<file path="src/rtl/battle_sequencer.sv">
// -----------------------------------------------------------------------------
// battle_sequencer
//
// Turn controller for a two-trainer battle. A turn is started from WAIT_MOVES
// by a rising edge on go once both move selections are ready. The faster
// trainer attacks first (a speed tie goes to the player). Each attack is one
// calc_start pulse to the damage datapath, followed by a wait for calc_done and
// a check of the target's HP one cycle later. A zero HP ends the battle
// (VICTORY or LOSS, both terminal until reset). A wait that outlasts TIMEOUT
// cycles aborts to IDLE and sets the sticky timeout_err flag.
//
// Ports
//   clk, reset_n            clock, asynchronous active-low reset
//   go                      start/advance request, acted on at its rising edge
//   p_move_valid,
//   ai_move_valid           both trainers have chosen a move
//   p_speed, ai_speed       speed stats used to pick the attack order
//   p_hp, ai_hp             HP from the datapath, valid the cycle after calc_done
//   calc_done               datapath finished applying damage (1-cycle pulse)
//   load_ai_hp              datapath loads AI initial HP
//   calc_start              launches one damage calculation (1-cycle pulse)
//   active_trainer          0 = player attacks, 1 = AI attacks
//   target                  0 = player's Pokemon is hit, 1 = AI's
//   apply_p_damage,
//   apply_ai_damage         damage write enables during the wait of an attack
//   busy, victory, loss,
//   timeout_err             status flags
//   turn_count              completed turns, saturating at 255
//   state                   current state encoding (debug)
//
// Handshake: calc_start is a single-cycle request; the datapath answers with a
// single-cycle calc_done, which is only honoured while the FSM is waiting for
// it. go is a level that is edge-detected here; only its rising edge counts.
// -----------------------------------------------------------------------------
module battle_sequencer #(
  parameter int TIMEOUT = 16
) (
  input  logic       clk,
  input  logic       reset_n,
  input  logic       go,
  input  logic       p_move_valid,
  input  logic       ai_move_valid,
  input  logic [7:0] p_speed,
  input  logic [7:0] ai_speed,
  input  logic [7:0] p_hp,
  input  logic [7:0] ai_hp,
  input  logic       calc_done,
  output logic       load_ai_hp,
  output logic       calc_start,
  output logic       active_trainer,
  output logic       target,
  output logic       apply_p_damage,
  output logic       apply_ai_damage,
  output logic       busy,
  output logic       victory,
  output logic       loss,
  output logic       timeout_err,
  output logic [7:0] turn_count,
  output logic [3:0] state
);

  localparam int CW = $clog2(TIMEOUT + 1);

  typedef enum logic [3:0] {
    S_IDLE       = 4'd0,
    S_LOAD_HP    = 4'd1,
    S_WAIT_MOVES = 4'd2,
    S_ATK1       = 4'd3,
    S_WAIT1      = 4'd4,
    S_CHK1       = 4'd5,
    S_ATK2       = 4'd6,
    S_WAIT2      = 4'd7,
    S_CHK2       = 4'd8,
    S_VICTORY    = 4'd9,
    S_LOSS       = 4'd10
  } state_t;

  state_t        r_state;
  state_t        w_next;
  logic          r_go;
  logic          r_ai_first;     // 1 = AI attacks first this turn
  logic [CW-1:0] r_to_cnt;
  logic          r_timeout_err;
  logic [7:0]    r_turn_count;

  logic w_go_rise;
  logic w_phase2;
  logic w_attacker;
  logic w_target_dead;
  logic w_in_wait;
  logic w_to_expire;

  assign w_go_rise = go & ~r_go;

  // The second attack of a turn is always made by the other trainer, so the
  // current attacker is the latched order bit flipped during the second half.
  assign w_phase2   = (r_state == S_ATK2) || (r_state == S_WAIT2) || (r_state == S_CHK2);
  assign w_attacker = r_ai_first ^ w_phase2;

  // Target of the current attack is the trainer that is not attacking.
  assign w_target_dead = w_attacker ? (p_hp == 8'd0) : (ai_hp == 8'd0);

  assign w_in_wait   = (r_state == S_WAIT1) || (r_state == S_WAIT2);
  assign w_to_expire = (r_to_cnt == CW'(TIMEOUT - 1));

  assign state       = r_state;
  assign timeout_err = r_timeout_err;
  assign turn_count  = r_turn_count;

  // State register
  always_ff @(posedge clk or negedge reset_n) begin
    if (!reset_n) begin
      r_state <= S_IDLE;
    end else begin
      r_state <= w_next;
    end
  end

  // Next-state and Moore output decode
  always_comb begin
    w_next          = r_state;
    load_ai_hp      = 1'b0;
    calc_start      = 1'b0;
    active_trainer  = 1'b0;
    target          = 1'b0;
    apply_p_damage  = 1'b0;
    apply_ai_damage = 1'b0;
    busy            = 1'b0;
    victory         = 1'b0;
    loss            = 1'b0;

    case (r_state)
      S_IDLE: begin
        if (w_go_rise) w_next = S_LOAD_HP;
      end
      S_LOAD_HP: begin
        busy       = 1'b1;
        load_ai_hp = 1'b1;
        w_next     = S_WAIT_MOVES;
      end
      S_WAIT_MOVES: begin
        if (w_go_rise && p_move_valid && ai_move_valid) w_next = S_ATK1;
      end
      S_ATK1, S_ATK2: begin
        busy           = 1'b1;
        calc_start     = 1'b1;
        active_trainer = w_attacker;
        target         = ~w_attacker;
        w_next         = (r_state == S_ATK1) ? S_WAIT1 : S_WAIT2;
      end
      S_WAIT1, S_WAIT2: begin
        busy            = 1'b1;
        active_trainer  = w_attacker;
        target          = ~w_attacker;
        apply_p_damage  = w_attacker;
        apply_ai_damage = ~w_attacker;
        // A done arriving in the last allowed cycle still wins over the abort.
        if (calc_done) begin
          w_next = (r_state == S_WAIT1) ? S_CHK1 : S_CHK2;
        end else if (w_to_expire) begin
          w_next = S_IDLE;
        end
      end
      S_CHK1, S_CHK2: begin
        busy           = 1'b1;
        active_trainer = w_attacker;
        target         = ~w_attacker;
        if (w_target_dead) begin
          w_next = w_attacker ? S_LOSS : S_VICTORY;
        end else begin
          w_next = (r_state == S_CHK1) ? S_ATK2 : S_WAIT_MOVES;
        end
      end
      S_VICTORY: begin
        victory = 1'b1;
      end
      S_LOSS: begin
        loss = 1'b1;
      end
      default: begin
        w_next = S_IDLE;
      end
    endcase
  end

  // Datapath registers: go history, attack order, wait timer, status
  always_ff @(posedge clk or negedge reset_n) begin
    if (!reset_n) begin
      r_go          <= 1'b0;
      r_ai_first    <= 1'b0;
      r_to_cnt      <= '0;
      r_timeout_err <= 1'b0;
      r_turn_count  <= 8'd0;
    end else begin
      r_go <= go;

      if (r_state == S_WAIT_MOVES && w_next == S_ATK1) begin
        r_ai_first <= (ai_speed > p_speed);
      end

      // Timer is cleared in the ATK state so it reads 0 on the first wait cycle.
      if (w_in_wait) begin
        r_to_cnt <= r_to_cnt + CW'(1);
      end else begin
        r_to_cnt <= '0;
      end

      if (w_in_wait && !calc_done && w_to_expire) begin
        r_timeout_err <= 1'b1;
      end

      if (r_state == S_CHK2 && !w_target_dead && r_turn_count != 8'd255) begin
        r_turn_count <= r_turn_count + 8'd1;
      end
    end
  end

endmodule

</file>
<file path="config.mk">
export PLATFORM = sky130hd
export DESIGN_NAME = battle_sequencer
export DESIGN_NICKNAME = d
export VERILOG_FILES = /design/src/rtl/battle_sequencer.sv
export SDC_FILE = /design/constraint.sdc
export NUM_CORES = 1
export LEC_CHECK = 0
export BUFFER_PORTS_ARGS = -buffer_cell sky130_fd_sc_hd__buf_4
export CORE_ASPECT_RATIO = 1.25
export CORE_UTILIZATION = 35
export CTS_CLUSTER_SIZE = 24
export DETAILED_ROUTE_END_ITERATION = 6
export REMOVE_ABC_BUFFERS = 1
export SKIP_LAST_GASP = 1
export SYNTH_ARGS = -nofsm -noshare
export SYNTH_HDL_FRONTEND = slang
export SYNTH_SLANG_ARGS = --single-unit
</file>
<file path="constraint.sdc">
create_clock -name clk -period 1.5 [get_ports clk]
set_input_delay 0.3 -clock clk [delete_from_list [all_inputs] [get_ports clk]]
set_output_delay 0.3 -clock clk [all_outputs]
set_load 0.01 [all_outputs]
</file>
After elaboration in Yosys (flattened, before gate mapping) --
Index checks and enable logic that the tools add are counted.
Word-level totals: bits in registers 20, input bits 38, output and inout bits 22, word-level logic and storage cells 68
Operators by class: add/subtract/negate cells 2, magnitude comparators 1, eq/ne operators 13, multiplexer cells 21, bitwise logic cells 4, reductions and logical operators 21
Operators by type and width (count):
- $pmux 4 s7 | 1
- $mux 4 | 6
- $eq 4x3->1 const B | 4
- $logic_not 8->1 | 2
- $eq 4x2->1 const B | 3
- $eq 4x4->1 const B | 3
- $mux 1 | 10
- $add 8x1->8 const B | 1
- $gt 8x8->1 | 1
- $ne 8x8->1 const B | 1
- $reduce_or 2->1 | 4
- $logic_and 1x1->1 | 7
- $reduce_or 7->1 | 1
- $reduce_or 6->1 | 1
- $add 5x1->5 const B | 1
- $eq 5x4->1 const B | 1
- $mux 5 | 1
- $eq 4x1->1 const B | 1
- $logic_not 4->1 | 1
- $mux 2 | 2
- $logic_or 1x1->1 | 3
- $mux 3 | 1
- $logic_not 1->1 | 2
- $not 1->1 | 2
- other kinds (2) | 2

Longest topological paths before layout --
Gate-level depths: netlist of run 1.
depth in word-level cells 9, depth in mapped cells 8, mapped depth without buffers 8

Least setup slack after synthesis of run 1 --
Ideal clock, no wire load.
path type register to register, start reg r_state[3], in the netlist state[3], end reg r_state[1], in the netlist state[1], setup time 0.135 ns, arrival time 1.511 ns, required time 1.365 ns, slack -0.146 ns, cell stages (with the launch flop) 7, buffers on the path 1, clock period less this slack 1.646 ns, cells stage by stage dfrtp_1 buf_6 nor4b_2 or3_4 a21oi_2 a211o_1 o211ai_1
On the way: cells in the longest elaborated chain, start to end 7, elaborated cells between the ends (all ways) 23, classes of those cells eq/ne: 10; mux: 5; bitwise: 1; reduce/logical: 7
Ends and longest elaborated chain:
- start: declaration | RTL line 78 | state_t r_state;
- start signal: assignment | RTL line 115 | r_state <= w_next;
- $eq 4x3->1 | RTL line 97, 132
- $logic_or 1x1->1 (2 in series) | RTL line 97 | assign w_phase2 = (r_state == S_ATK2) || (r_state == S_WAIT2) || (r_state == S_CHK2);
- $xor 1x1->1 | RTL line 98 | assign w_attacker = r_ai_first ^ w_phase2;
- $mux 2 or $mux 1 (tied branches) | RTL line 169, 101
- $mux 4 | RTL line 168 | if (w_target_dead) begin
- $pmux 4 s7 * | RTL line 132 | case (r_state)
- net w_next[1] | RTL line 79 | state_t w_next;
Mark *: on every way through the listed nets, which the timed path passes. The rest lies on a longest branch. A chain may end at the register's enable or synchronous reset.

Worst setup path in the final report of run 1 --
start reg r_state[1], in the netlist state[1], end out apply_p_damage
On the way: cells in the longest elaborated chain, start to end 5, elaborated cells between the ends (all ways) 9, classes of those cells eq/ne: 4; mux: 1; bitwise: 1; reduce/logical: 3
Ends and longest elaborated chain:
- $eq 4x3->1 (on tied branches) | RTL line 97, 132
- $logic_or 1x1->1 (2 in series) | RTL line 97
- $xor 1x1->1 | RTL line 98
- $mux 1 * | RTL line 132
- end: declaration | RTL line 52 | output logic apply_p_damage,
Every way passes the cells marked *; elsewhere a longest branch is shown, timed or not.

==> results.yml, run 1 <==
route:
  drc: 0
  drt_iter0_markers: 55
  first_pass_iters: 4
  ant_nets: 0
  via_count: 1608
  wirelength_mm: 4.239
  viasPerCell: 5.009
  avgRoutedWirePerCell_um: 13.21
yosys:
  yosys_register_bits: 20
  yosysUniqueCellTypes: 47
  syn_area_per_cell_um2: 9.067
  synth_area_mm2: 0.001469
  netlist.area_leader.share: 0.3407
  yosys_warnings: 0
  yosysSeqAreaShare: 0.3407
  yosysTopAreaCell: "dfrtp_1"
  syn_inst: 162
  synth_area_leaders: "dfrtp_1 34%, ha_1 9.4%, xnor2_1 6.6%"
sta:
  tightest_slew_ns: 0.3542
  rsz0062_at_grt: "true"
  fin_ws_ns: -0.3778
  finClkSkew_ns: 0.005007
  slew_headroom: 0.7578
  setup_viol: 22
  maxSlewViolCount: 0
  fmax_mhz: 532.5
  min_period_ns: 1.878
  setup_tns_ns: -4.625
  holdWs_ns: 0.1565
  final.period_utilization: 1.252
  hold_violations: 0
placement:
  post-place-cells: 308
  place_ws_ns: -0.2938
  io_buffer_count: 59
  dp_hpwl_mm: 3.342
  finalWeightedCongestion: 0.8357
  place_area_mm2: 0.002237
die:
  start_util: 0.3757
  die_y_um: 74.43
  io_pins: 60
  die_area_mm2: 0.004462
  core_area_mm2: 0.003910
  die_w_um: 59.95
  fp-row-count: 25
worst_setup_path:
  reg2regPathDepth: 6
  path_max_fanout: 6
  crit_type: "reg2out"
  reg2reg_slack_ns: -0.34
  crit_path_end_kind: "primary output"
  crit_required_ns: 1.20
  arrival_ns: 1.58
  crit_path_start_kind: "flip-flop"
hold_path:
  holdPathStages: 1
  holdCritPathClass: "in2reg"
cells_and_area:
  layout-drive-gt1-share: 0.5431
  fill_cells: 320
  final_nets: 317
  final_cell_mix: "99 x buf_4, 16 x dfrtp_1, 13 x nor2_1"
  final_common_cell: "buf_4"
  utilization: 0.6458
  syn2layout_area_growth_pct: 71.89
  n_antenna_cell: 0
  final_area_mm2: 0.002525
  instances_no_fill: 321
clocking:
  cts_made_buffers: 3
  cts_buffer_depth: 2
  worstSkewPairLatency_ns: 0.26
  clock-sinks: 20
  clk_pin_slew_ns: 0.07
  cts_max_level: 1
  root_buffer: "clkbuf_8"
  cts_tree: "done"
power:
  p_per_area_mw_per_mm2: 1555
  p_leak_nw: 1.239
  ir_drop_mv: 0.7103
  total_power_mw: 3.927
grt:
  track_usage: 0.1959
  grt_pass1_vias: 1630
  grt_start_max_net_pins: 21
  grt-ovfl-total: 0
  grt_pass1_wl_mm: 6.624
  antenna_found_initial: 0
run_status:
  status: "finished with violations"
  violations: "setup timing"
job:
  drv_cap: 0
-- layout make-up --
cell class / instances / area, um2 / area share
sequential: 20 / 505.5 / 0.2002
tap: 54 / 67.56 / 0.02676
timing repair buffer: 108 / 843.3 / 0.3340
clock buffer: 3 / 41.29 / 0.01635
multi-input combinational: 125 / 999.7 / 0.3959
inverter: 10 / 37.54 / 0.01487
clock inverter: 1 / 30.03 / 0.01189
-- synth_stat cells (all sizes together) --
library cell  instances
xor2                  2
nand4                 6
or3                   1
a211o                 2
nand3                 5
a21boi                1
and3b                 1
o2111ai               1
dfrtp                20
or4                   1
nor4                  4
nand3b                1
nor3                  3
mux2                  2
o21ai                 8
a31o                  1
ha                   11
nor3b                 1
a2111oi               1
o41a                  1
and2                  1
nor4b                 1
nor2b                 3
o21bai                1
clkbuf                3
nand2b                1
a41oi                 1
xnor2                11
o22ai                 2
buf                   4
nand2                16
nor2                 16
and3                  6
a21oi                 8
o31ai                 1
inv                  10
o211ai                3
a22oi                 1
-- logic make-up after synthesis --
logic type,share of synthesized area
AO/OA/AOI/OAI,0.1610
adder cells (fa/ha/maj),0.09370
multiplexers,0.01533
XOR/XNOR,0.07751
buffers and inverters,0.05451
flip-flops,0.3407
AND/OR/NAND/NOR,0.2572
-- registers in the layout, indices dropped and copies added (netlist names) --
signal	count
turn_count	8
timeout_err	1
r_go	1
state	4
r_ai_first	1
r_to_cnt	5
-- path summary, 6_finish.rpt --
check	from	to
min in group asynchronous	reset_n	turn_count[2]$_DFFE_PN0P_
setup reg to reg	state[1]$_DFF_PN0_	state[1]$_DFF_PN0_
hold reg to reg	timeout_err$_DFFE_PN0P_	timeout_err$_DFFE_PN0P_
max in group asynchronous	reset_n	r_ai_first$_DFFE_PN0P_
hold / removal	go	r_go$_DFF_PN0_
setup / recovery	state[1]$_DFF_PN0_	apply_p_damage
-- critical path, stage by stage, from the launching register on --
cell	delay, ns
dfrtp_2	0.46
and3b_1	0.20
or3_4	0.39
nand2_2	0.09
nor2_2	0.04
buf_4	0.13
-- what timing repair did --
item	CTS	global route
hold buffers	1	0
pin swaps	9	16
buffers inserted	7	1
endpoints found under the hold margin	20	0
endpoints found under the setup margin	21	25
resized for setup	19	19
-- metal layers --
layer / vias up / global-route usage / share of wire
met4: 0 / 0.08786 / 0.017
li1: 788 / - / -
met2: 51 / 0.3716 / 0.55
met3: 7 / 0.02957 / 0.052
met1: 762 / 0.2084 / 0.38
met5: - / 0 / 0
-- where the power goes --
part | internal, mW | switching [mW]
sequential | 0.663 | 0.155
combinational | 1.37 | 1.19
clock | 0.357 | 0.188
Power figures use the tool's default switching activity.
==> run 2, diff against run 1 <==
CAP_MARGIN = 20   (was default)
CELL_PAD_IN_SITES_DETAIL_PLACEMENT = 1   (was default)
CELL_PAD_IN_SITES_GLOBAL_PLACEMENT = 1   (was default)
CORE_UTILIZATION = 31   (was 35)
PLACE_DENSITY_LB_ADDON = 0.1   (was default)
==> run 2 against run 1 <==
Compared with the run above:
- the run still ends with setup timing left
- clock skew fell by 0.0023 ns
- setup slack got worse by 0.098 ns
- via count rose by 4.9%
- cell area rose by 1.5%
- flip-flop and latch count did not move
- count of clock-buffer cells in the layout did not move
- global-route usage rose by 2.1 points
==> results.yml, run 2 (synthesis results as in run 1) <==
sta:
  maxSlewViolCount: 0
  fmax_mhz: 506.2
  holdWs_ns: 0.1676
  slew_headroom: 0.7524
  fin_ws_ns: -0.4755
  rsz0062_at_grt: "true"
  setup_viol: 25
  tightest_slew_ns: 0.3620
  final.period_utilization: 1.317
  finClkSkew_ns: 0.002744
  hold_violations: 0
  min_period_ns: 1.976
  setup_tns_ns: -6.709
cells_and_area:
  utilization: 0.5703
  instances_no_fill: 325
  n_antenna_cell: 0
  final_common_cell: "buf_4"
  final_nets: 318
  largest_register_ffs: 8
  fill_cells: 521
  layout-drive-gt1-share: 0.5618
  syn2layout_area_growth_pct: 74.45
  final_cell_mix: "96 x buf_4, 17 x dfrtp_1, 13 x nor2_1"
  final_area_mm2: 0.002562
run_status:
  violations: "setup timing"
  status: "finished with violations"
clocking:
  root_buffer: "clkbuf_8"
  cts_tree: "done"
  cts_buffer_depth: 2
  worstSkewPairLatency_ns: 0.25
  clock-sinks: 20
  clk_pin_slew_ns: 0.08
  cts_made_buffers: 3
  cts_max_level: 1
power:
  total_power_mw: 4.142
  ir_drop_mv: 1.036
  p_per_area_mw_per_mm2: 1616
  p_leak_nw: 1.253
grt:
  grt-ovfl-total: 0
  grt_pass1_wl_mm: 8.424
  grt_start_max_net_pins: 21
  track_usage: 0.2169
  grt_pass1_vias: 1755
  antenna_found_initial: 0
worst_setup_path:
  crit_path_end_kind: "primary output"
  arrival_ns: 1.68
  timing.rr.end: "state[2]$_DFF_PN0_"
  crit_end: "apply_p_damage"
  reg2reg_slack_ns: -0.41
  reg2regPathDepth: 6
  crit_type: "reg2out"
  r2r-start: "state[1]$_DFF_PN0_"
  startpoint: "state[1]$_DFF_PN0_"
  crit_path_start_kind: "flip-flop"
  path_max_fanout: 5
  crit_required_ns: 1.20
die:
  core_area_mm2: 0.004493
  die_w_um: 63.57
  start_util: 0.3269
  io_pins: 60
  fp-row-count: 27
  die_area_mm2: 0.005019
  die_y_um: 78.96
route:
  avgRoutedWirePerCell_um: 17.16
  drt_iter0_markers: 50
  viasPerCell: 5.188
  wirelength_mm: 5.578
  first_pass_iters: 4
  via_count: 1686
  ant_nets: 0
  drc: 0
hold_path:
  holdCritPathClass: "in2reg"
  hp-start: "go"
placement:
  dp_hpwl_mm: 3.859
  place_ws_ns: -0.3120
  post-place-cells: 308
  io_buffer_count: 59
  place_area_mm2: 0.002212
  finalWeightedCongestion: 0.8174
job:
  drv_cap: 0
-- run 2: power by group --
group | total, mW | switching [mW] | internal [mW] | leakage [nW]
Clock | 0.354 | 0.176 | 0.179 | 0.0216
Combinational | 2.97 | 1.45 | 1.52 | 0.968
Sequential | 0.816 | 0.156 | 0.660 | 0.263
-- run 2: worst min-delay path by stage --
stage                                 to  slack, ns  depth (start not counted)
5_1_grt                   r_go$_DFF_PN0_       0.16                          1
4_1_cts                   r_go$_DFF_PN0_       0.16                          1
3_5_place_dp   turn_count[5]$_DFFE_PN0P_       0.20                          1
2_1_floorplan     r_ai_first$_DFFE_PN0P_      0.004                          0
6_report                  r_go$_DFF_PN0_       0.17                          1
3_3_place_gp   turn_count[5]$_DFFE_PN0P_       0.20                          1
-- run 2: layout make-up --
class / count / area, um2 / area share
well taps: 58 / 72.57 / 0.02832
repair buffers: 109 / 865.8 / 0.3379
clock buffers: 3 / 41.29 / 0.01611
flip-flops and latches: 20 / 504.2 / 0.1968
multi-input cells: 125 / 1033 / 0.4033
inverters: 10 / 45.04 / 0.01758
-- run 2: worst max-delay path, stage by stage, from the launching register on --
cell     delay (ns)
dfrtp_2        0.47
and3b_2        0.26
or3_4          0.41
nand2_2        0.09
nor2_2         0.05
buf_4          0.15
-- run 2: metal layers --
metal / up-vias / global-route usage / routed length, um
met5: - / 0 / 0
met4: 0 / 0.06591 / 104
met3: 10 / 0.02586 / 214
met2: 59 / 0.4255 / 3183
met1: 829 / 0.2370 / 2077
li1: 788 / - / -
-- run 2: what timing repair did --
action | CTS | global route
hold buffers | 1 | 0
gates cloned | 0 | 0
pin swaps | 17 | 13
buffers inserted | 9 | 4
resized for setup | 25 | 27
hold endpoints to repair | 20 | 0
endpoints found under the setup margin | 21 | 22
